### src/rtl/adder_share_arbiter.sv
// Round-robin arbiter sharing one WIDTH-bit adder among N_REQ requesters.
// Optional response statistics enabled by defining ADDER_SHARE_ARBITER_STATS_EN.
module adder_share_arbiter #(
  parameter int unsigned N_REQ = 4,
  parameter int unsigned WIDTH = 8,
  parameter int unsigned ID_W  = 2
) (
  input  logic                   clk,
  input  logic                   rst,
  input  logic [N_REQ-1:0]       req_valid,
  output logic [N_REQ-1:0]       req_ready,
  input  logic [N_REQ*WIDTH-1:0] req_a,
  input  logic [N_REQ*WIDTH-1:0] req_b,
  output logic                   rsp_valid,
  input  logic                   rsp_ready,
  output logic [WIDTH-1:0]       rsp_sum,
  output logic                   rsp_carry,
  output logic [ID_W-1:0]        rsp_id
`ifdef ADDER_SHARE_ARBITER_STATS_EN
  ,
  output logic [15:0]            stat_count,
  output logic [15:0]            stat_ovf
`endif
);

  typedef enum logic [1:0] {IDLE, EXEC, RESP} state_t;

  state_t            state_q, state_d;
  logic [ID_W-1:0]   last_grant_q, last_grant_d;
  logic [ID_W-1:0]   cur_id_q, cur_id_d;
  logic [ID_W-1:0]   rsp_id_q, rsp_id_d;
  logic [WIDTH-1:0]  op_a_q, op_a_d;
  logic [WIDTH-1:0]  op_b_q, op_b_d;
  logic [WIDTH-1:0]  rsp_sum_q, rsp_sum_d;
  logic              rsp_carry_q, rsp_carry_d;
  logic              rsp_valid_q, rsp_valid_d;
  logic              win_found;
  logic [ID_W-1:0]   win_id;
  logic [ID_W-1:0]   sel;
  logic [WIDTH:0]    add_res;
  int unsigned       idx;

  // Scan starts one past the last grant and wraps, so the most recent winner is checked last.
  always_comb begin
    win_found = 1'b0;
    win_id    = '0;
    idx       = 0;
    sel       = '0;
    for (int unsigned i = 1; i <= N_REQ; i++) begin
      idx = 32'(last_grant_q) + i;
      if (idx >= N_REQ) idx = idx - N_REQ;
      sel = idx[ID_W-1:0];
      if (!win_found && req_valid[sel]) begin
        win_found = 1'b1;
        win_id    = sel;
      end
    end
  end

  assign add_res = {1'b0, op_a_q} + {1'b0, op_b_q};

  always_comb begin
    state_d      = state_q;
    last_grant_d = last_grant_q;
    cur_id_d     = cur_id_q;
    op_a_d       = op_a_q;
    op_b_d       = op_b_q;
    rsp_sum_d    = rsp_sum_q;
    rsp_carry_d  = rsp_carry_q;
    rsp_id_d     = rsp_id_q;
    rsp_valid_d  = rsp_valid_q;
    req_ready    = '0;
    case (state_q)
      IDLE: begin
        if (win_found && !rst) begin
          req_ready[win_id] = 1'b1;
          op_a_d            = req_a[win_id*WIDTH +: WIDTH];
          op_b_d            = req_b[win_id*WIDTH +: WIDTH];
          cur_id_d          = win_id;
          last_grant_d      = win_id;
          state_d           = EXEC;
        end
      end
      EXEC: begin
        rsp_sum_d   = add_res[WIDTH-1:0];
        rsp_carry_d = add_res[WIDTH];
        rsp_id_d    = cur_id_q;
        rsp_valid_d = 1'b1;
        state_d     = RESP;
      end
      RESP: begin
        if (rsp_ready) begin
          rsp_valid_d = 1'b0;
          state_d     = IDLE;
        end
      end
      default: state_d = IDLE;
    endcase
  end

  always_ff @(posedge clk or posedge rst) begin
    if (rst) begin
      state_q      <= IDLE;
      last_grant_q <= ID_W'(N_REQ - 1);
      cur_id_q     <= '0;
      op_a_q       <= '0;
      op_b_q       <= '0;
      rsp_sum_q    <= '0;
      rsp_carry_q  <= 1'b0;
      rsp_id_q     <= '0;
      rsp_valid_q  <= 1'b0;
    end else begin
      state_q      <= state_d;
      last_grant_q <= last_grant_d;
      cur_id_q     <= cur_id_d;
      op_a_q       <= op_a_d;
      op_b_q       <= op_b_d;
      rsp_sum_q    <= rsp_sum_d;
      rsp_carry_q  <= rsp_carry_d;
      rsp_id_q     <= rsp_id_d;
      rsp_valid_q  <= rsp_valid_d;
    end
  end

  assign rsp_valid = rsp_valid_q;
  assign rsp_sum   = rsp_sum_q;
  assign rsp_carry = rsp_carry_q;
  assign rsp_id    = rsp_id_q;

`ifdef ADDER_SHARE_ARBITER_STATS_EN
  logic [15:0] stat_count_q, stat_count_d;
  logic [15:0] stat_ovf_q, stat_ovf_d;
  logic        rsp_fire;

  assign rsp_fire = rsp_valid_q & rsp_ready;

  always_comb begin
    stat_count_d = stat_count_q;
    stat_ovf_d   = stat_ovf_q;
    if (rsp_fire && stat_count_q != 16'hFFFF) stat_count_d = stat_count_q + 16'd1;
    if (rsp_fire && rsp_carry_q && stat_ovf_q != 16'hFFFF) stat_ovf_d = stat_ovf_q + 16'd1;
  end

  always_ff @(posedge clk or posedge rst) begin
    if (rst) begin
      stat_count_q <= '0;
      stat_ovf_q   <= '0;
    end else begin
      stat_count_q <= stat_count_d;
      stat_ovf_q   <= stat_ovf_d;
    end
  end

  assign stat_count = stat_count_q;
  assign stat_ovf   = stat_ovf_q;
`endif

endmodule

### config.mk
export PLATFORM = sky130hd
export DESIGN_NAME = adder_share_arbiter
export DESIGN_NICKNAME = d
export VERILOG_FILES = /design/src/rtl/adder_share_arbiter.sv
export SDC_FILE = /design/constraint.sdc
export NUM_CORES = 1
export LEC_CHECK = 0
export CORE_MARGIN = 4
export CORE_UTILIZATION = 38
export CTS_CLUSTER_SIZE = 16
export DETAILED_ROUTE_END_ITERATION = 10
export GPL_TIMING_DRIVEN = 0
export PLACE_DENSITY = 0.74
export SLEW_MARGIN = 30
export SYNTH_ARGS = -nofsm -noshare
export SYNTH_HDL_FRONTEND = slang
export SYNTH_SLANG_ARGS = --single-unit
### constraint.sdc
create_clock -name clk -period 5.95 [get_ports clk]
set_input_delay 0.595 -clock clk [delete_from_list [all_inputs] [get_ports clk]]
set_output_delay 0.595 -clock clk [all_outputs]
set_load 0.01 [all_outputs]
==> results of run 1 <==
-- metrics by stage --
step                worst slack [ps]  total power (uW)
floorplan                       3590             987.0
detailed placement              2355              1255
global route                    2106              1538
CTS                             2356              1428
global placement                2365              1232
finish                          2312              1415
-- path summary, 6_finish.rpt --
path / from / to / slack (ps) / cells past startpoint
max: req_valid[3] / req_ready[0] / 2310 / 9
min: rsp_sum[7]$_DFFE_PP0P_ / rsp_sum[7]$_DFFE_PP0P_ / 480 / 2
max reg2reg: last_grant_q[1]$_DFFE_PP1P_ / op_b_q[0]$_DFFE_PP0P_ / 3700 / 6
min reg2reg: rsp_sum[7]$_DFFE_PP0P_ / rsp_sum[7]$_DFFE_PP0P_ / 480 / 2
max in group asynchronous: rst / rsp_sum[3]$_DFFE_PP0P_ / 4730 / 2
min in group asynchronous: rst / rsp_id[1]$_DFFE_PP0P_ / 770 / 2
-- metal layers --
layer  global-route usage (%)  up-vias
li1                         -      990
met1                    18.56      869
met2                    25.80       64
met3                    2.877       10
met4                    6.241        0
met5                        0        -
-- critical path, cell delays in order --
cell	delay, ps
clkdlybuf4s50_1	470
nor4_1	450
or4_1	180
clkbuf_1	280
inv_2	100
nand2_2	160
buf_2	240
nor2_1	80
clkdlybuf4s50_1	490
-- registers in the layout, indices dropped and copies added, names as in the netlist --
name and flops:
rsp_sum 8, state_q 2, op_a_q 8, last_grant_q 2
rsp_carry 1, op_b_q 8, rsp_id 2, rsp_valid 1
cur_id_q 2
-- cell type report --
cell class | count | share of cell area (%)
buffer | 13 | 2.877
inverter | 8 | 0.9460
timing repair buffer | 86 | 27.12
tap | 72 | 2.838
clock buffer | 7 | 2.720
multi-input combinational | 163 | 36.46
clock inverter | 1 | 0.1577
sequential | 34 | 26.88
-- kinds of logic after synthesis --
group                      share of synthesized area, %
buffers and inverters                             5.692
muxes                                             11.03
adders and majority gates                         5.634
AOI/OAI and AO/OA                                 20.31
xor gates and xnor gates                          2.054
and+or+nand+nor                                   15.26
DFF                                               40.02
-- layout by cell type (no fill, tap or decap), types with 2 or more instances in the layout --
master           netlist  layout
clkdlybuf4s50_1        0      86
dfrtp_1               32      32
a211oi_1              29      29
nor2_1                23      23
mux2i_1               19      19
and3_1                14      14
a21oi_1               10      10
nand2_1               10      10
ha_1                   8       8
clkbuf_1               6       7
o21ai_0                7       7
inv_1                  7       6
clkbuf_8               0       6
nor3_1                 5       5
mux2_2                 4       4
buf_2                  3       3
a21o_1                 3       3
xor2_1                 3       3
and3b_1                2       2
inv_2                  1       2
nand2b_1               2       2
xnor2_1                2       2
o211ai_1               2       2
a221oi_1               2       2
dfstp_2                2       2
-- power breakdown --
| part | total (uW) | internal, uW | leakage [uW] | switching, uW |
|---|---|---|---|---|
| sequential | 428 | 352 | 0.000390 | 76.6 |
| clock | 170 | 93.2 | 0.0000482 | 77.1 |
| combinational | 816 | 422 | 0.000930 | 394 |
| total | 1410 | 867 | 0.00137 | 548 |
==> key figures, run 1 <==
Synth
  – Syn avg cell area: 9.780 sq um
  – EDFF count, synth: 0
  – Asr flop ratio synth: 100.0%
  – Post-synthesis sequential area ratio: 40.02%
  – Post-synth top cells: dfrtp_1 (32), a211oi_1 (29), nor2_1 (23)
  – Most frequent cell after synthesis: dfrtp_1
  – Primary FF master, synth: dfrtp_1
  – Synth area leaders: dfrtp_1 (38%), a211oi_1 (10%), mux2i_1 (8.9%), ha_1 (4.7%), and3_1 (4.1%)
  – Register bit count reported by yosys: 34
  – Mapped Nets: 298
  – Share of the synthesized area in the top cell type: 37.56%
  – Synth Cell Area: 2132 sq um
  – Yosys top cell by area: dfrtp_1
  – Synth warn: 0
  – Unique masters post-synth: 45
  – Post-Synthesis Cells: about 220

Power and ir drop
  – Leakage power: about 0.0014 uW
  – Power density cells: 445.6 nW/um^2
  – VDD IR-drop max: 0.2274 mV

Setup path
  – Critical Path Start Type: primary input
  – WS Path Type: primary input to primary output
  – Crit Path Max Fanout: 10
  – Worst EP required: 5360 ps
  – Worst Path Arrival: 3040 ps
  – Crit. End Element: primary output

Clock tree
  – Skew-Pair Late Insertion Delay: 280 ps
  – TritonCTS buffer count: 5
  – Root Driver: clkbuf_8
  – CTS tree: done
  – Worst-path clk slew: roughly 70 ps
  – Post-cts hold buffer count: 0
  – Clock buffer depth: 2
  – Post-CTS sizing: 0
  – H-tree levels: 2
  – Clock sinks: 34
  – Postcts setup bufs: 0

Floorplanning
  – Die ar.: 6873 sq um
  – Core area: 5473 sq um
  – Die W: 82.91 um
  – Initial Util: 38.96%
  – Die H: 82.91 um
  – Top Ports: 87
  – Cell row count: 27

Finish
  – Post-route cell area: between 3000 and 4000 sq um
  – Final non-filler cell total: 384
  – Antenna cells: 0
  – Layout cells sized above 1: 8.974%
  – # nets final: 391
  – Syn-to-layout area delta: 48.88%
  – Multi-input gate area: 1157 sq um
  – Post-layout util: roughly three fifths
  – Fillers: about 530
  – Reg area: between 800 and 900 sq um

Global route
  – Initial antenna violation count: 0
  – Largest net degree at the start of global routing: 35
  – Vias in the first global route: 1945
  – First-pass GRT wire length: 8631 um
  – Tot GR Track Use: 15.10%
  – Gr ovfl total: 0

Drt
  – Drt pass-1 iters: 4
  – Routed vias: a little under 2000
  – Drt total wl: 5354 um
  – Routed length per placed instance: 13.94 um
  – M1 WL: between 2000 and 2500 um
  – Initial DRC count: 97
  – Met3 routed WL: 337 um
  – Post-route ant nets: 0
  – Max layer used: met4
  – Vias per cell: 5.034
  – WL met2: 2599 um
  – Post-route DRC violation count: 0

Place
  – Inst Count DP: 376
  – Post-DP Area: 3083 sq um
  – Port bufs: 86
  – Routability-driven placement congestion ratio: between 0.8 and 0.9
  – Hpwl dp: 4464 um

Job
  – Max-cap violations: 0

Worst hold path
  – Tightest Hold Check Type: register to register

STA
  – Fmax: 0.2749 GHz
  – Final hold violations: 0
  – RSZ-0062 raised after global routing: no
  – Final min period: about 3600 ps
  – Worst Skew: between 4 and 5 ps
  – Setup TNS: 0 ps
  – Slew @ Worst Pin: around 690 ps
  – Max-slew headroom: 53.87%
  – Fin Hold WS: ~480 ps
  – Slew Viols, Final: 0
  – Final period util: between 60% and 70%
  – Final setup viols: 0

Run status
  – Status: finished, final reports clean
No activity file was read; power rests on OpenSTA's default activity.
==> inputs of run 2 (changes only) <==
clock period = 3.4 ns   (was 5.95 ns; I/O delays follow)
==> results of run 2 <==
Same layout as run 1 (identical final DEF). Status: finished, final reports clean.
Among the figures that moved: setup slack after placement 2355 ps -> 315.1 ps; setup slack after layout 2312 ps -> 271.9 ps; register-to-register setup slack 3700 ps -> 1150 ps; total power 1415 uW -> 2475 uW; worst IR drop on VDD 0.2274 mV -> 0.3980 mV
==> inputs of run 3 (changes only) <==
RECOVER_POWER = 50   (was unset)
==> run 3 against run 2 <==
Against the previous run:
- sequential power is essentially flat
- clock-buffer cell count is the same
- worst hold slack worse by 0.56 ps
- clock skew about the same
- global-route usage did not move
- critical path type unchanged
- critical endpoint unchanged
- highest routed layer unchanged
==> key figures, run 3 (synthesized netlist as in run 1, its figures left out) <==
Run status
  – Status: finished, final reports clean

STA
  – Fmax: 0.3196 GHz
  – Setup TNS: 0 ps
  – Final min period: 3129 ps
  – Final setup viols: 0
  – Worst Skew: between 4 and 5 ps
  – RSZ-0062 raised after global routing: no
  – Slew @ Worst Pin: 1254 ps
  – Final period util: 92.02%
  – Final hold violations: 0
  – Slew Viols, Final: 0
  – Max-slew headroom: 16.32%

Power and ir drop
  – NetSw: approximately 960 uW
  – Power density cells: slightly below 800 nW/um^2
  – Leakage power: 0.001373 uW
  – Comb power frac: between 50% and 60%
  – Pwr Total: 2468 uW
  – Clock share of power: 12.1%
  – Internal power: 1509 uW
  – Sequential share of power: 30.3%
  – VDD IR-drop max: about 0.39 mV
  – Sw frac: 38.84%

Setup path
  – Critical Path End: req_ready[0]
  – Crit-path cells: clkdlybuf4s50_1 > nor4_1 > or4_1 > clkbuf_1 > inv_2 > nand2_2 > buf_2 > nor2_1 > clkdlybuf4s50_1
  – Crit. End Element: primary output
  – Crit Reg-Reg Startpoint: last_grant_q[1]$_DFFE_PP1P_
  – Worst Path Arrival: around 2800 ps
  – FF-to-FF setup slack: 1150 ps
  – WS Path Type: primary input to primary output
  – Buffers and inverters on the worst path: 5
  – Cell mode on critical path: clkdlybuf4s50_1
  – Largest delay share family, worst path: buffers and inverters
  – Critical Path Start Type: primary input
  – Max incr delay on CP: slightly below 500 ps
  – Slowest stage cell on the critical path: clkdlybuf4s50_1
  – Worst path depth: 9
  – Worst EP required: ~3000 ps
  – Worst r2r dst: op_b_q[0]$_DFFE_PP0P_
  – Reg2reg path depth: 6
  – Critical Path Source: req_valid[3]
  – Crit Path Max Fanout: 10

Clock tree
  – TritonCTS buffer count: 5
  – CTS tree: done
  – Root Driver: clkbuf_8
  – Skew-Pair Late Insertion Delay: 280 ps
  – Postcts setup bufs: 0
  – H-tree levels: 2
  – Worst-path clk slew: 60 ps
  – Post-cts hold buffer count: 0
  – Post-CTS sizing: 0
  – Clock buffer depth: 2
  – Clock sinks: 34

Finish
  – Antenna cells: 0
  – Most frequent cells in the layout: clkdlybuf4s50_1 (81), dfrtp_1 (32), a211oi_1 (29), nor2_1 (23), mux2i_1 (19)
  – # nets final: 391
  – Syn-to-layout area delta: 48.88%
  – Most common cell after layout, fill and taps aside: clkdlybuf4s50_1
  – Fillers: approximately 530
  – Layout cells sized above 1: 8.654%

Place
  – Port bufs: 86
  – Hpwl dp: 4464 um
  – Routability-driven placement congestion ratio: 0.8068

Drt
  – Routed length per placed instance: 13.96 um
  – Max layer used: met4
  – Post-route DRC violation count: 0
  – Drt pass-1 iters: 4
  – Routed vias: about 1900
  – Met3 routed WL: 338 um
  – WL met2: 2602 um
  – Initial DRC count: between 90 and 100
  – Drt total wl: 5359 um
  – M1 WL: 2296 um
  – Vias per cell: 5.047
  – Post-route ant nets: 0

Global route
  – First-pass GRT wire length: 8631 um
  – Tot GR Track Use: 15.10%
  – Initial antenna violation count: 0
  – Largest net degree at the start of global routing: 35
  – Vias in the first global route: 1945
  – Gr ovfl total: 0

Floorplanning
  – Cell row count: 27
  – Die ar.: 6873 sq um
  – Die H: between 80 and 90 um
  – Core area: 5473 sq um
  – Top Ports: 87
  – Die W: ~83 um
  – Initial Util: around 39%

Job
  – Max-cap violations: 0

Worst hold path
  – Tightest Hold Check Type: register to register
-- run 3: cell types whose count changed in the layout (fill, tap and decap cells not counted) --
cell / change
inv_1: +1
dlygate4sd3_1: +5
clkdlybuf4s50_1: -5
inv_2: -1
-- run 3: area by class of cell --
type	count	area (sq um)	area share [%]
timing repair buffer	86	860.8	27.12
inverter	8	30.03	0.9460
multi-input combinational	163	1157	36.46
tap	72	90.09	2.838
clock inverter	1	5.005	0.1577
buffer	13	91.34	2.877
clock buffer	7	86.33	2.720
sequential	34	853.3	26.88
-- run 3: worst min path at each step --
stage,to,cells after the start,from
4_1_cts,rsp_sum[7]$_DFFE_PP0P_,2,rsp_sum[7]$_DFFE_PP0P_
6_report,rsp_sum[5]$_DFFE_PP0P_,2,rsp_sum[5]$_DFFE_PP0P_
3_3_place_gp,rsp_sum[7]$_DFFE_PP0P_,2,rsp_sum[7]$_DFFE_PP0P_
3_5_place_dp,rsp_sum[7]$_DFFE_PP0P_,2,rsp_sum[7]$_DFFE_PP0P_
5_1_grt,rsp_sum[7]$_DFFE_PP0P_,2,rsp_sum[7]$_DFFE_PP0P_
2_1_floorplan,cur_id_q[1]$_DFFE_PP0P_,1,cur_id_q[1]$_DFFE_PP0P_
-- run 3: stage by stage --
step	cells	util [%]	area [sq um]	setup WS (ps)	hold WS, ps
4_1_cts	384	58.00	3174	315.5	487.2
6_report	384	58.00	3174	271.2	476.2
5_1_grt	384	58.00	3174	66.09	503.7
3_3_place_gp	376	56.33	3083	325.0	461.4
3_5_place_dp	376	56.33	3083	315.1	471.5
2_1_floorplan	218	-	2132	1416	445.3
-- run 3: per-layer routing --
| layer | vias up | global-route usage [%] |
|---|---|---|
| li1 | 992 | - |
| met3 | 10 | 2.877 |
| met1 | 872 | 18.56 |
| met5 | - | 0 |
| met2 | 64 | 25.80 |
| met4 | 0 | 6.241 |
-- run 3: worst min-delay path, cell delays in order (launching register included) --
cell	delay (ps)
dfrtp_1	340
nand2_1	40
o21ai_0	60
-- run 3: power groups by stage --
stage | combinational, uW | sequential, uW | clock (uW)
floorplan | 969 | 758 | 0
global placement | 1410 | 749 | 0
detailed placement | 1440 | 759 | 0
CTS | 1440 | 751 | 306
global route | 1590 | 773 | 321
finish | 1420 | 748 | 298
